File: src/rtl/ysyx_22040759_cache_axi_bridge.sv
`default_nettype none
// ============================================================================
// Module   : ysyx_22040759_cache_axi_bridge
// Brief    : Arbitrates icache/dcache valid-ready requests onto single-beat
//            AXI4 transactions and returns a one-cycle ready pulse.
//            Define YSYX_22040759_RR_ARB_EN for round-robin arbitration.
// Revision : 1.0
// ============================================================================
module ysyx_22040759_cache_axi_bridge #(
  parameter int         ADDR_W = 32,
  parameter int         DATA_W = 64,
  parameter logic [3:0] I_ID   = 4'd0,
  parameter logic [3:0] D_ID   = 4'd1
) (
  input  logic              clock,
  input  logic              reset,
  input  logic              icache_valid,
  input  logic [ADDR_W-1:0] icache_addr,
  output logic              icache_ready,
  output logic [DATA_W-1:0] icache_data_read,
  input  logic              dcache_valid,
  input  logic              dcache_req,
  input  logic [ADDR_W-1:0] dcache_addr,
  input  logic [2:0]        dcache_size,
  input  logic [DATA_W-1:0] dcache_data_write,
  output logic              dcache_ready,
  output logic [DATA_W-1:0] dcache_data_read,
  output logic              axi_awvalid,
  input  logic              axi_awready,
  output logic [ADDR_W-1:0] axi_awaddr,
  output logic [3:0]        axi_awid,
  output logic [2:0]        axi_awsize,
  output logic              axi_wvalid,
  input  logic              axi_wready,
  output logic [DATA_W-1:0] axi_wdata,
  output logic [7:0]        axi_wstrb,
  output logic              axi_wlast,
  input  logic              axi_bvalid,
  output logic              axi_bready,
  input  logic [1:0]        axi_bresp,
  output logic              axi_arvalid,
  input  logic              axi_arready,
  output logic [ADDR_W-1:0] axi_araddr,
  output logic [3:0]        axi_arid,
  output logic [2:0]        axi_arsize,
  input  logic              axi_rvalid,
  output logic              axi_rready,
  input  logic [DATA_W-1:0] axi_rdata,
  input  logic [1:0]        axi_rresp,
  input  logic              axi_rlast
);

  typedef enum logic [2:0] {
    IDLE   = 3'd0,
    RD_AR  = 3'd1,
    RD_R   = 3'd2,
    WR_AWW = 3'd3,
    WR_B   = 3'd4,
    RESP   = 3'd5
  } state_t;

  state_t              r_state;
  state_t              w_next_state;
  logic [ADDR_W-1:0]   r_addr;
  logic [2:0]          r_size;
  logic                r_is_wr;
  logic                r_src_d;
  logic [DATA_W-1:0]   r_wdata;
  logic [DATA_W-1:0]   r_rdata;
  logic                r_aw_done;
  logic                r_w_done;
  logic                w_prio_d;
  logic                w_grant_d;
  logic                w_any_valid;
  logic                w_aw_fire;
  logic                w_w_fire;
  logic [7:0]          w_lane_mask;
  logic [7:0]          w_strb;
  logic                w_unused;

  // Response/last fields carry nothing the requester can act on.
  assign w_unused = &{1'b0, axi_rresp, axi_rlast, axi_bresp};

`ifdef YSYX_22040759_RR_ARB_EN
  logic r_last_d;

  always_ff @(posedge clock) begin
    if (reset) begin
      r_last_d <= 1'b0;
    end else if (r_state == RESP) begin
      r_last_d <= r_src_d;
    end
  end

  assign w_prio_d = ~r_last_d;
`else
  assign w_prio_d = 1'b1;
`endif

  assign w_any_valid = icache_valid | dcache_valid;
  assign w_grant_d   = dcache_valid & (~icache_valid | w_prio_d);
  assign w_aw_fire   = ~r_aw_done & axi_awready;
  assign w_w_fire    = ~r_w_done & axi_wready;

  always_comb begin
    case (r_size)
      3'd0:    w_lane_mask = 8'h01;
      3'd1:    w_lane_mask = 8'h03;
      3'd2:    w_lane_mask = 8'h0F;
      default: w_lane_mask = 8'hFF;
    endcase
    w_strb = w_lane_mask << r_addr[2:0];
  end

  always_ff @(posedge clock) begin
    if (reset) begin
      r_state <= IDLE;
    end else begin
      r_state <= w_next_state;
    end
  end

  always_ff @(posedge clock) begin
    if (reset) begin
      r_addr    <= '0;
      r_size    <= '0;
      r_is_wr   <= 1'b0;
      r_src_d   <= 1'b0;
      r_wdata   <= '0;
      r_rdata   <= '0;
      r_aw_done <= 1'b0;
      r_w_done  <= 1'b0;
    end else begin
      if (r_state == IDLE && w_any_valid) begin
        r_src_d   <= w_grant_d;
        r_addr    <= w_grant_d ? dcache_addr : icache_addr;
        r_size    <= w_grant_d ? dcache_size : 3'd3;
        r_is_wr   <= w_grant_d & dcache_req;
        r_wdata   <= dcache_data_write;
        r_rdata   <= '0;
        r_aw_done <= 1'b0;
        r_w_done  <= 1'b0;
      end
      if (r_state == WR_AWW) begin
        if (w_aw_fire) r_aw_done <= 1'b1;
        if (w_w_fire)  r_w_done  <= 1'b1;
      end
      if (r_state == RD_R && axi_rvalid) begin
        r_rdata <= axi_rdata;
      end
    end
  end

  always_comb begin
    w_next_state     = r_state;
    icache_ready     = 1'b0;
    icache_data_read = '0;
    dcache_ready     = 1'b0;
    dcache_data_read = '0;
    axi_awvalid      = 1'b0;
    axi_awaddr       = '0;
    axi_awid         = '0;
    axi_awsize       = '0;
    axi_wvalid       = 1'b0;
    axi_wdata        = '0;
    axi_wstrb        = '0;
    axi_wlast        = 1'b0;
    axi_bready       = 1'b0;
    axi_arvalid      = 1'b0;
    axi_araddr       = '0;
    axi_arid         = '0;
    axi_arsize       = '0;
    axi_rready       = 1'b0;
    case (r_state)
      IDLE: begin
        if (w_any_valid) begin
          w_next_state = (w_grant_d && dcache_req) ? WR_AWW : RD_AR;
        end
      end
      RD_AR: begin
        axi_arvalid = 1'b1;
        axi_araddr  = r_addr;
        axi_arid    = r_src_d ? D_ID : I_ID;
        axi_arsize  = r_size;
        if (axi_arready) w_next_state = RD_R;
      end
      RD_R: begin
        axi_rready = 1'b1;
        if (axi_rvalid) w_next_state = RESP;
      end
      WR_AWW: begin
        // Address and data channels retire independently, in either order.
        axi_awvalid = ~r_aw_done;
        axi_awaddr  = r_aw_done ? '0 : r_addr;
        axi_awid    = r_aw_done ? 4'd0 : D_ID;
        axi_awsize  = r_aw_done ? 3'd0 : r_size;
        axi_wvalid  = ~r_w_done;
        axi_wdata   = r_w_done ? '0 : r_wdata;
        axi_wstrb   = r_w_done ? 8'd0 : w_strb;
        axi_wlast   = ~r_w_done;
        if ((r_aw_done || w_aw_fire) && (r_w_done || w_w_fire)) begin
          w_next_state = WR_B;
        end
      end
      WR_B: begin
        axi_bready = 1'b1;
        if (axi_bvalid) w_next_state = RESP;
      end
      RESP: begin
        icache_ready     = ~r_src_d;
        dcache_ready     = r_src_d;
        icache_data_read = r_src_d ? '0 : r_rdata;
        dcache_data_read = (r_src_d && !r_is_wr) ? r_rdata : '0;
        w_next_state     = IDLE;
      end
      default: w_next_state = IDLE;
    endcase
  end

endmodule
`default_nettype wire

File: config.mk
export PLATFORM = sky130hd
export DESIGN_NAME = ysyx_22040759_cache_axi_bridge
export DESIGN_NICKNAME = d
export VERILOG_FILES = /design/src/rtl/ysyx_22040759_cache_axi_bridge.sv
export SDC_FILE = /design/constraint.sdc
export NUM_CORES = 1
export LEC_CHECK = 0
export BUFFER_PORTS_ARGS = -buffer_cell sky130_fd_sc_hd__buf_2
export CAP_MARGIN = 20
export CORE_AREA = 2 2 191 193
export DETAILED_ROUTE_END_ITERATION = 16
export DIE_AREA = 0 0 193 195
export HOLD_SLACK_MARGIN = 0.05
export PLACE_DENSITY = 0.48
export SETUP_SLACK_MARGIN = 0.02
export SYNTH_ARGS = -nofsm -noshare
export SYNTH_HDL_FRONTEND = slang
export SYNTH_SLANG_ARGS = --single-unit
File: constraint.sdc
create_clock -name clock -period 2.7 [get_ports clock]
set_clock_uncertainty 0.15 [all_clocks]
set_input_delay 0.27 -clock clock [delete_from_list [all_inputs] [get_ports clock]]
set_output_delay 0.27 -clock clock [all_outputs]
set_load 0.02 [all_outputs]
==> results.yml <==
yosys:
  ys_async_sr_fraction: 0
  syn_area_um2: 8240
  synth_seq_cells: 170
  synth.most_common_cell: "and2_1"
  yosysWarnings: 0
  ys.flop_type: "dfxtp_1"
  synth_top_cell_area_share: 0.413
  avgSynthCellArea_um2: 7.95
  synth_common_cells: "and2_1 (227), dfxtp_1 (170), nand2_1 (132)"
  synth.largest_area_cell: "dfxtp_1"
  synthCells: 1036
  synthTopCellsByArea: "dfxtp_1 (41%), and2_1 (17%), a22oi_1 (6.2%)"
  yosysSeqAreaShare: 0.413
  yosysUniqueCellTypes: 39
  synth_edf_count: 0
timing:
  hold_ws_ns: 0.0730
  finalCriticalPeriod_ns: 2.51
  finalCritPeriodShare: 0.928
  rsz0062_at_grt: "false"
  max_clock_freq_mhz: 399
  final.setup.tns_ns: 0
  worst_pin_slew_ns: 0.759
  relSlewSlack: 0.494
  maxSlewViolCount: 0
  hold_viol: 0
  setup_viol: 0
floorplan:
  die_h_um: 195
  die_w_um: 193
  row_count: 69
  start_util: 0.233
  core_area_um2: 35400
  die_area_um2: 37600
  io_pins: 496
cts:
  cts.sinks: 170
  clk_pin_slew_ns: 0.08
  cts_setup_buffers: 0
  cts_made_buffers: 17
  clk_path_buf_depth: 2
  clk_latency_ns: 0.43
  cts_root_buffer: "clkbuf_16"
  cts_tree: "built"
  htree_levels: 4
worst_setup_path:
  r2r-start: "r_state[0]"
  worst_ep_arrival_time_ns: 2.09
  slowest_stage: "dfxtp_1"
  critPathRequiredTime_ns: 2.28
  critPathMaxFanout: 14
  crit_chain: "nand2_1 -> a21boi_0 -> o32ai_1 -> a221oi_1 -> buf_2"
  startpoint: "r_addr[0]"
  cpPeakStageDelay_ns: 0.65
  endpoint_kind: "output port"
  crit_path_end: "axi_wstrb[6]"
  r2r_cells: 5
  crit_type: "reg2out"
  rrSetupSlack_ns: 0.65
  reg2reg_to: "r_rdata[20]"
  critPathLaunchType: "register"
drt:
  highest_layer: "met4"
  wl_met2_um: 16000
  post_drt_wl_per_cell_um: 15.0
  drt_iter0_markers: 317
  vias_per_cell: 4.36
  vias: 9252
  drt_pass1_iterations: 5
  met1Wirelength_um: 13300
  dr_wl_met3_um: 1950
  drc_errors: 0
  routed_wl_um: 31700
  final_antenna_net_count: 0
finish:
  drive_above_1_share: 0.334
  fillers: 3711
  nets: 1857
  antenna_cells: 0
  register_area_um2: 3410
  multi_input_area_um2: 4390
  syn_to_final_growth_pct: 65.0
pwr:
  ir_worst_vdd_v: 0.000480
  leakagePower_nw: 6.77
  power_density_nw_per_um2: 741
placed_design:
  io_buffers: 484
  hpwl_um: 22700
  gp_congestion: 0.759
grt:
  antenna_found_initial: 0
  grt_pass1_vias: 8869
  gr-total-overflow: 0
  grt_pass1_wl_um: 48000
  grt_usage: 0.161
  grt_max_degree: 91
worst_hold_path:
  min_path_type: "in2reg"
status:
  outcome: "finished, final reports clean"
job:
  maxCapViolations: 0
## sequential cells by signal, summed over array words and instances, names as in the netlist
| register | cells |
|---|---|
| r_size | 3 |
| r_src_d | 1 |
| r_state | 3 |
| r_is_wr | 1 |
| r_w_done | 1 |
| r_rdata | 64 |
| r_aw_done | 1 |
| r_addr | 32 |
| r_wdata | 64 |
## how the worst min path moves through the flow
| stage | start | endpoint | slack [ns] | cells past startpoint |
|---|---|---|---|---|
| floorplan | dcache_data_write[0] | r_wdata[0] | 0.26 | 2 |
| global placement | r_wdata[30] | r_wdata[30] | 0.29 | 2 |
| detailed placement | r_wdata[19] | r_wdata[19] | 0.29 | 2 |
| CTS | dcache_addr[9] | r_addr[9] | 0.05 | 3 |
| global route | dcache_addr[9] | r_addr[9] | 0.06 | 3 |
| finish | icache_addr[11] | r_addr[11] | 0.07 | 3 |
## kinds of logic (layout without fill, tap and decap cells)
group                  count (synthesis)  count (layout)  synth area share
other                                  1               6          0.000455
and+or+nand+nor                      531             531             0.330
DFF                                  170             170             0.413
muxes                                 34              34            0.0413
AOI/OAI and AO/OA                    192             192             0.154
buffers and inverters                108             727            0.0608
## where the power goes
group | internal (mW) | switching, mW | leakage, nW | total (mW)
registers | 3.11 | 0.522 | 1.39 | 3.63
clock network | 1.38 | 1.14 | 0.289 | 2.52
logic | 1.59 | 2.32 | 5.08 | 3.92
## cell usage in the layout, fill, tap and decap left out, drive strengths merged, types with 5 or more instances in the layout
cell and n:
conb 6, nand2 132, dlygate4sd3 183, nor2 114
a211oi 35, clkbuf 20, a22oi 68, and3 37
dfxtp 170, nand2b 6, o21ai 5, inv 9
buf 508, and2 227, mux2i 34, a21oi 70
## metal layers
metal,track usage,vias up
met5,0,-
met4,0.0455,0
met3,0.0338,23
met2,0.292,314
met1,0.190,4255
li1,-,4660
## final cells by class
type                            instances  area share
Timing Repair Buffer                  691       0.339
Clock buffer                           20      0.0343
Multi-Input combinational cell        763       0.323
Inverter                                4     0.00110
Sequential cell                       170       0.251
Tap cell                              461      0.0424
Clock inverter                         12     0.00967
## per-stage QoR
stage               worst slack [ns]  utilization  instances  power [mW]  cell area (um2)
finish                         0.194        0.384       2121        10.1            13600
global route                  0.0234        0.384       2121        10.8            13600
CTS                           0.0347        0.384       2121        10.2            13600
detailed placement             0.398        0.315       1906        7.37            11100
global placement               0.450        0.315       1906        7.34            11100
floorplan                      0.280            -       1041        5.92             8260
## critical path: cells and delay by family, from the launching register on
kind / cells / cell delay [ns]
buffers and inverters: 1 / 0.24
AO/OA/AOI/OAI: 3 / 0.61
AND/OR/NAND/NOR: 1 / 0.16
flip-flops: 1 / 0.65
## timing repair
| action | CTS | global route |
|---|---|---|
| gates resized for setup | 3 | 6 |
| endpoints found under the setup margin | 76 | 68 |
| hold buffers | 183 | 0 |
| hold endpoints to repair | 160 | 0 |
Power figures use the tool's default switching activity.
